===== src/rtl/serial_addsub.sv =====
// Bit-serial adder/subtractor: one full-adder slice and a carry register, LSB first.
// Supports add, two's-complement subtract, negate and ones' complement, with carry/overflow/zero flags.
module serial_addsub #(
  parameter int WIDTH = 4
) (
  input  logic             clk,
  input  logic             rst,
  input  logic             start,
  input  logic [1:0]       op,
  input  logic [WIDTH-1:0] a,
  input  logic [WIDTH-1:0] b,
  output logic             busy,
  output logic             done,
  output logic [WIDTH-1:0] result,
  output logic             carry,
  output logic             overflow,
  output logic             zero
);

  localparam int CNT_W = (WIDTH > 1) ? $clog2(WIDTH) : 1;

  localparam logic [1:0] OP_ADD  = 2'b00;
  localparam logic [1:0] OP_SUB  = 2'b01;
  localparam logic [1:0] OP_NEG  = 2'b10;
  localparam logic [1:0] OP_ONES = 2'b11;

  typedef enum logic [1:0] {S_IDLE, S_RUN, S_DONE} state_t;

  state_t             state_q, state_d;
  logic [1:0]         op_q, op_d;
  logic [WIDTH-1:0]   a_sh_q, a_sh_d;
  logic [WIDTH-1:0]   b_sh_q, b_sh_d;
  logic [WIDTH-1:0]   sum_q, sum_d;
  logic               cin_q, cin_d;
  logic [CNT_W-1:0]   idx_q, idx_d;
  logic [WIDTH-1:0]   result_q, result_d;
  logic               carry_q, carry_d;
  logic               ovf_q, ovf_d;
  logic               zero_q, zero_d;

  logic               s_bit, c_bit;
  logic [WIDTH-1:0]   sum_nx;

  always_comb begin
    s_bit  = a_sh_q[0] ^ b_sh_q[0] ^ cin_q;
    c_bit  = (a_sh_q[0] & b_sh_q[0]) | (a_sh_q[0] & cin_q) | (b_sh_q[0] & cin_q);
    sum_nx = {s_bit, sum_q[WIDTH-1:1]};

    state_d  = state_q;
    op_d     = op_q;
    a_sh_d   = a_sh_q;
    b_sh_d   = b_sh_q;
    sum_d    = sum_q;
    cin_d    = cin_q;
    idx_d    = idx_q;
    result_d = result_q;
    carry_d  = carry_q;
    ovf_d    = ovf_q;
    zero_d   = zero_q;

    case (state_q)
      S_IDLE: begin
        if (start) begin
          state_d = S_RUN;
          op_d    = op;
          a_sh_d  = (op == OP_NEG || op == OP_ONES) ? ~a : a;
          case (op)
            OP_ADD:  b_sh_d = b;
            OP_SUB:  b_sh_d = ~b;
            default: b_sh_d = '0;
          endcase
          cin_d = (op == OP_SUB || op == OP_NEG);
          idx_d = '0;
          sum_d = '0;
        end
      end
      S_RUN: begin
        a_sh_d = a_sh_q >> 1;
        b_sh_d = b_sh_q >> 1;
        sum_d  = sum_nx;
        cin_d  = c_bit;
        idx_d  = idx_q + CNT_W'(1);
        // On the MSB, cin_q is the carry into the sign bit, c_bit the carry out of it.
        if (idx_q == CNT_W'(WIDTH - 1)) begin
          state_d  = S_DONE;
          result_d = sum_nx;
          carry_d  = (op_q == OP_ONES) ? 1'b0 : c_bit;
          ovf_d    = (op_q == OP_ONES) ? 1'b0 : (cin_q ^ c_bit);
          zero_d   = (sum_nx == '0);
        end
      end
      S_DONE:  state_d = S_IDLE;
      default: state_d = S_IDLE;
    endcase
  end

  always_ff @(posedge clk) begin
    if (!rst) begin
      state_q  <= S_IDLE;
      op_q     <= '0;
      a_sh_q   <= '0;
      b_sh_q   <= '0;
      sum_q    <= '0;
      cin_q    <= 1'b0;
      idx_q    <= '0;
      result_q <= '0;
      carry_q  <= 1'b0;
      ovf_q    <= 1'b0;
      zero_q   <= 1'b0;
    end else begin
      state_q  <= state_d;
      op_q     <= op_d;
      a_sh_q   <= a_sh_d;
      b_sh_q   <= b_sh_d;
      sum_q    <= sum_d;
      cin_q    <= cin_d;
      idx_q    <= idx_d;
      result_q <= result_d;
      carry_q  <= carry_d;
      ovf_q    <= ovf_d;
      zero_q   <= zero_d;
    end
  end

  assign busy     = (state_q == S_RUN);
  assign done     = (state_q == S_DONE);
  assign result   = result_q;
  assign carry    = carry_q;
  assign overflow = ovf_q;
  assign zero     = zero_q;

endmodule


===== config.mk =====
export PLATFORM = sky130hd
export DESIGN_NAME = serial_addsub
export DESIGN_NICKNAME = d
export VERILOG_FILES = /design/src/rtl/serial_addsub.sv
export SDC_FILE = /design/constraint.sdc
export NUM_CORES = 1
export LEC_CHECK = 0
export CAP_MARGIN = 15
export CORE_UTILIZATION = 45
export CTS_CLUSTER_SIZE = 12
export DETAILED_ROUTE_END_ITERATION = 6
export GPL_ROUTABILITY_DRIVEN = 0
export PLACE_DENSITY = 0.8
export SLEW_MARGIN = 0
export SYNTH_ARGS = -nofsm -noshare
export SYNTH_HDL_FRONTEND = slang
export SYNTH_SLANG_ARGS = --single-unit

===== constraint.sdc =====
create_clock -name clk -period 2.65 [get_ports clk]
set_input_delay 0.53 -clock clk [delete_from_list [all_inputs] [get_ports clk]]
set_output_delay 0.53 -clock clk [all_outputs]
set_load 0.005 [all_outputs]

Yosys cells after proc, flatten, opt, wreduce, memory -nomap -nowiden
Index checks and enable logic that the tools add are counted.
{"block": "classes", "add_sub_neg": 1, "eq_ne": 9, "mux": 17, "bitwise_logic": 10, "n_reduce_logical": 10}
{"op": "$pmux 4 s2", "count": 4}
{"op": "$mux 4", "count": 4}
{"op": "$eq 2x2->1 const B", "count": 5}
{"op": "$not 4->4", "count": 2}
{"op": "$pmux 2 s2", "count": 2}
{"op": "$reduce_and 2->1", "count": 4}
{"op": "$mux 2", "count": 3}
{"op": "$eq 2x1->1 const B", "count": 2}
{"op": "$logic_not 2->1", "count": 2}
{"op": "$logic_not 4->1", "count": 1}
{"op": "$and 1x1->1", "count": 3}
{"op": "$mux 1", "count": 3}
{"op": "$xor 1x1->1", "count": 3}
{"op": "$add 2x1->2 const B", "count": 1}
{"op": "$logic_or 1x1->1", "count": 2}
{"op": "$ne 2x1->1 const B", "count": 1}
{"op": "$ne 2x2->1 const B", "count": 1}
{"op": "$or 1x1->1", "count": 2}
{"op": "$pmux 1 s2", "count": 1}
{"op": "$reduce_bool 2->1", "count": 1}
{"block": "totals", "register_bits": 26, "inputBits": 13, "output_inout_bits": 9, "word_cells": 58}

Depth between registers and ports, before layout
{"block": "logic_depth", "depth_word": 5, "mapped_depth": 5, "ltp_nobuf": 5}

Worst setup path after synthesis
OpenSTA, ideal clock, no wires.
{"block": "synth_path", "kind": "input to register", "from": "input op[0]", "to": "register a_sh_q[0]", "setup_ns": 0.129, "t_arrival_ns": 1.257, "required_ns": 2.521, "slack_ns": 1.265, "path_stages": 5, "cell_sequence": "inv_1 > ha_1 > nor2_1 > xor2_1 > o211ai_1"}
{"block": "synth_via", "elab_chain_len": 5, "word_cells_on_any_way": 6, "cone_classes": "2 x eq/ne; 3 x mux; 1 x reduce/logical"}
{"element": "start, declared", "line": "9", "rtl": "input logic [1:0] op,"}
{"element": "$eq 2x2->1", "line": "66", "rtl": "a_sh_d = (op == OP_NEG || op == OP_ONES) ? ~a : a;"}
{"element": "$logic_or 1x1->1 (*)", "line": "66"}
{"element": "$mux 4 (*)", "line": "66"}
{"element": "$mux 4 (*)", "line": "63", "rtl": "if (start) begin"}
{"element": "$pmux 4 s2 (*)", "line": "61", "rtl": "case (state_q)"}
{"element": "end signal, assigned", "line": "113", "rtl": "a_sh_q <= a_sh_d;"}
{"element": "end, declared", "line": "31", "rtl": "logic [WIDTH-1:0] a_sh_q, a_sh_d;"}
Every way passes the cells marked *; elsewhere a longest branch is shown, timed or not. The select of a mux whose other input is x is not followed.
A chain may end at the register's enable or synchronous reset.

Worst setup path in the final report
{"block": "layout_path", "from": "register state_q[0]", "to": "output busy"}
{"block": "layout_via", "elab_chain_len": 1}
{"element": "start, declared", "line": "29", "rtl": "state_t state_q, state_d;"}
{"element": "start signal, assigned", "line": "111", "rtl": "state_q <= state_d;"}
{"element": "$eq 2x1->1", "line": "125", "rtl": "assign busy = (state_q == S_RUN);"}
{"element": "end, declared", "line": "12", "rtl": "output logic busy,"}
Every way passes these cells.

==> results.cfg <==
[floorplan]
ioPinCount = 22
chipWidth_um = 53.7
coreArea_um2 = 2500
die_area_um2 = 2880
start_util_pct = 48.0
die_h_um = 53.7
num_rows = 18

[grt]
grt_max_degree = 18
grt_pass1_wl_mm = 3.36
antenna_found_initial = 0
grt.busiest_layer = met2
use_met3_pct = 2.54
grt_use_met1_pct = 18.8
overflow = 0
track_usage_pct = 16.0
grt_pass1_vias = 811
met2_usage_pct = 29.2

[critical_path]
startpoint_type = flop
crit_chain = nand2b_1 > inv_2 > clkdlybuf4s50_1
cp-end-kind = output pin
critical_path.max_stage_delay_ps = 540
reg2reg_depth = 5
r2r-start = a_sh_q[0]$_SDFFE_PN0P_
crit_type = reg -> out
r2r-end = zero$_SDFFE_PN0P_
worstPathRequired_ps = 2120
slowest_stage = clkdlybuf4s50_1
cp_max_fo = 11
ff2ff_setup_slack_ps = 1110
worstPathArrival_ps = 1660

[clock_tree]
clk_path_buf_depth = 2
htreeDepth = 1
cts_tree = built
cts_resized = 0
clk_latency_ps = 310
hold_buffers = 0
post_cts_buffers = 0
root_buffer = clkbuf_4
clock-sinks = 25
cts_made_buffers = 3
clkTransAtPathRegs_ps = 130

[detailed_routing]
wl_mm = 2.04
drt_pass1_iterations = 4
ant_nets = 0
wl_per_cell_um = 11.8
vias = 917
drc = 0
drtIter0Drc = 13
vias_per_cell = 5.30

[power_and_ir_drop]
p_int_uw = 502
pwr-share-clk_pct = 24.9
p_per_area_nw_per_um2 = 468
sw_frac_of_total_pct = 25.7
power_frac_comb_pct = 15.5
switchingPower_uw = 173
vdd_drop_max_v = 0.000374
p_leak_nw = 0.551
pwr-share-seq_pct = 59.6

[synth]
netlist_instances = 123
seq_area_frac_synth_pct = 41.7
synth_top_family_by_area = simple AND/OR/NAND/NOR gates
synth_fp_nets = 142
synthXorXnorAreaFrac_pct = 3.65
synth_fa_ha_area_share_pct = 6.88
synth_mux_area_share_pct = 8.44
yosys_warnings = 0
syn_avg_cell_area_um2 = 9.77
yosysUniqueCellTypes = 33
synth-seq-cells = 25
syn-cell-area_um2 = 1200
synth_compound_area_share_pct = 14.1
yosys.area_share.simple_pct = 19.7

[timing]
finalSetupViolCount = 0
finalSetupTns_ps = 0
report.final.slew_viol_count = 0
tightest_slew_ps = 593
max_freq_mhz = 457
rsz0062_at_grt = no
hold_violations = 0
skew_ps = 5.55
relSlewSlack_pct = 60.4
period_minus_slack_ps = 2190
post-route-period-util_pct = 82.6

[layout]
drive_above_1_share_pct = 6.99
finalInstanceArea_um2 = 1440
syn_to_final_growth_pct = 20.1
stdcell_count = 173
num_antenna_cells = 0
final_nets = 163

[run]
maxCapViolCount = 0

[hold_path]
hold_depth = 2
hold_path_end = overflow$_SDFFE_PN0P_
min_from = overflow$_SDFFE_PN0P_
min_path_type = reg -> reg

[placed_design]
dp.cells = 169
port_buffers = 21
dpl-instance-area_um2 = 1420
detailed_place_hpwl_mm = 1.53

[run_status]
run_status = complete, no violations
## registers in the layout, summed over array words and instances (netlist names), 2 cells and up
signal	flops
a_sh_q	4
b_sh_q	4
idx_q	2
op_q	2
result	4
state_q	2
sum_q	3
## power by group through the flow
stage	Sequential [mW]	Combinational [mW]	Clock, mW
after detailed placement	0.411	0.104	0
after CTS	0.402	0.105	0.174
final	0.402	0.104	0.168
after global placement	0.410	0.102	0
after floorplan	0.408	0.0709	0
after global routing	0.404	0.117	0.190
## cells in the final DEF (no fill, tap or decap)
master	n
clkbuf_4	3
buf_4	1
inv_1	6
fa_1	1
nor2_1	1
nand2_1	7
and2b_2	1
nand3_1	13
a2bb2oi_1	1
dfxtp_1	25
o211a_1	2
clkinv_2	1
nand4_1	1
xnor2_1	1
inv_2	1
a22oi_1	4
nor4b_1	1
a21oi_1	1
and3b_1	2
o21bai_2	1
xor2_1	4
and2_1	2
o211ai_1	6
o2bb2ai_1	1
o21ai_1	2
nand2b_1	2
o21ai_0	3
a21boi_0	2
nor2b_1	10
ha_1	5
mux2_2	1
nor3b_2	1
mux2i_1	9
clkdlybuf4s50_1	21
## worst max-delay path, delay by kind of cell, from the launching register on
kind / cells / cell delay (ps)
buffers and inverters: 2 / 730
flip-flops: 1 / 490
AND/OR/NAND/NOR: 1 / 130
## stage by stage
stage                     hold slack (ps)  power [mW]  worst slack, ps  utilization [%]
after global routing                  490       0.711              356             57.7
final                                 462       0.675              462             57.7
after global placement                438       0.512              621             56.6
after floorplan                       439       0.479             1260                -
after CTS                             466       0.681              452             57.7
after detailed placement              448       0.515              550             56.6
## layout make-up
type	instances	area [um2]
clock buffer	3	22.5
clock inverter	1	5.00
fill	231	1060
inverter	7	26.3
multi-input combinational	85	633
sequential	25	500
tap	30	37.5
timing repair buffer	22	218
## metal layers
layer,wire [um],part of all wire (%)
met5,0,0
met4,10,0.49
met3,56,2.7
met2,1010,49
met1,966,47
## kinds of logic (layout without fill, tap and decap cells)
logic type	after synthesis	after routing
AOI/OAI and AO/OA	23	23
xor gates and xnor gates	5	5
adders and majority gates	6	6
buffers and inverters	13	33
DFF	25	25
muxes	10	10
and+or+nand+nor	41	41
## worst max-delay path by stage
stage	from	endpoint	slack, ps	cells past startpoint
floorplan	op[0]	a_sh_q[0]$_SDFFE_PN0P_	1260	5
global placement	op[0]	a_sh_q[0]$_SDFFE_PN0P_	620	6
detailed placement	op[0]	a_sh_q[2]$_SDFFE_PN0P_	550	6
CTS	state_q[0]$_SDFFE_PN0P_	busy	450	3
global route	state_q[0]$_SDFFE_PN0P_	busy	360	3
finish	state_q[0]$_SDFFE_PN0P_	busy	460	3
## cell usage after synthesis
| master | number | area (um2) |
|---|---|---|
| dfxtp_1 | 25 | 500 |
| nand3_1 | 13 | 65.1 |
| nor2b_1 | 10 | 62.6 |
| mux2i_1 | 9 | 90.1 |
| nand2_1 | 7 | 26.3 |
| inv_1 | 6 | 22.5 |
| o211ai_1 | 6 | 45.0 |
| ha_1 | 5 | 62.6 |
| a22oi_1 | 4 | 30.0 |
| xor2_1 | 4 | 35.0 |
| clkbuf_1 | 3 | 11.3 |
| o21ai_0 | 3 | 15.0 |
| a21boi_0 | 2 | 15.0 |
| and2_1 | 2 | 12.5 |
| and3b_1 | 2 | 17.5 |
| buf_6 | 2 | 22.5 |
| nand2b_1 | 2 | 12.5 |
| o211a_1 | 2 | 20.0 |
| o21ai_1 | 2 | 10.0 |
| a21oi_1 | 1 | 5.00 |
| a2bb2oi_1 | 1 | 8.76 |
| and2b_2 | 1 | 8.76 |
| buf_4 | 1 | 7.51 |
| fa_1 | 1 | 20.0 |
| inv_2 | 1 | 3.75 |
| mux2_2 | 1 | 11.3 |
| nand4_1 | 1 | 6.26 |
| nor2_1 | 1 | 3.75 |
| nor3b_2 | 1 | 12.5 |
| nor4b_1 | 1 | 8.76 |
| o21bai_2 | 1 | 11.3 |
| o2bb2ai_1 | 1 | 8.76 |
| xnor2_1 | 1 | 8.76 |
Power figures use the tool's default switching activity.
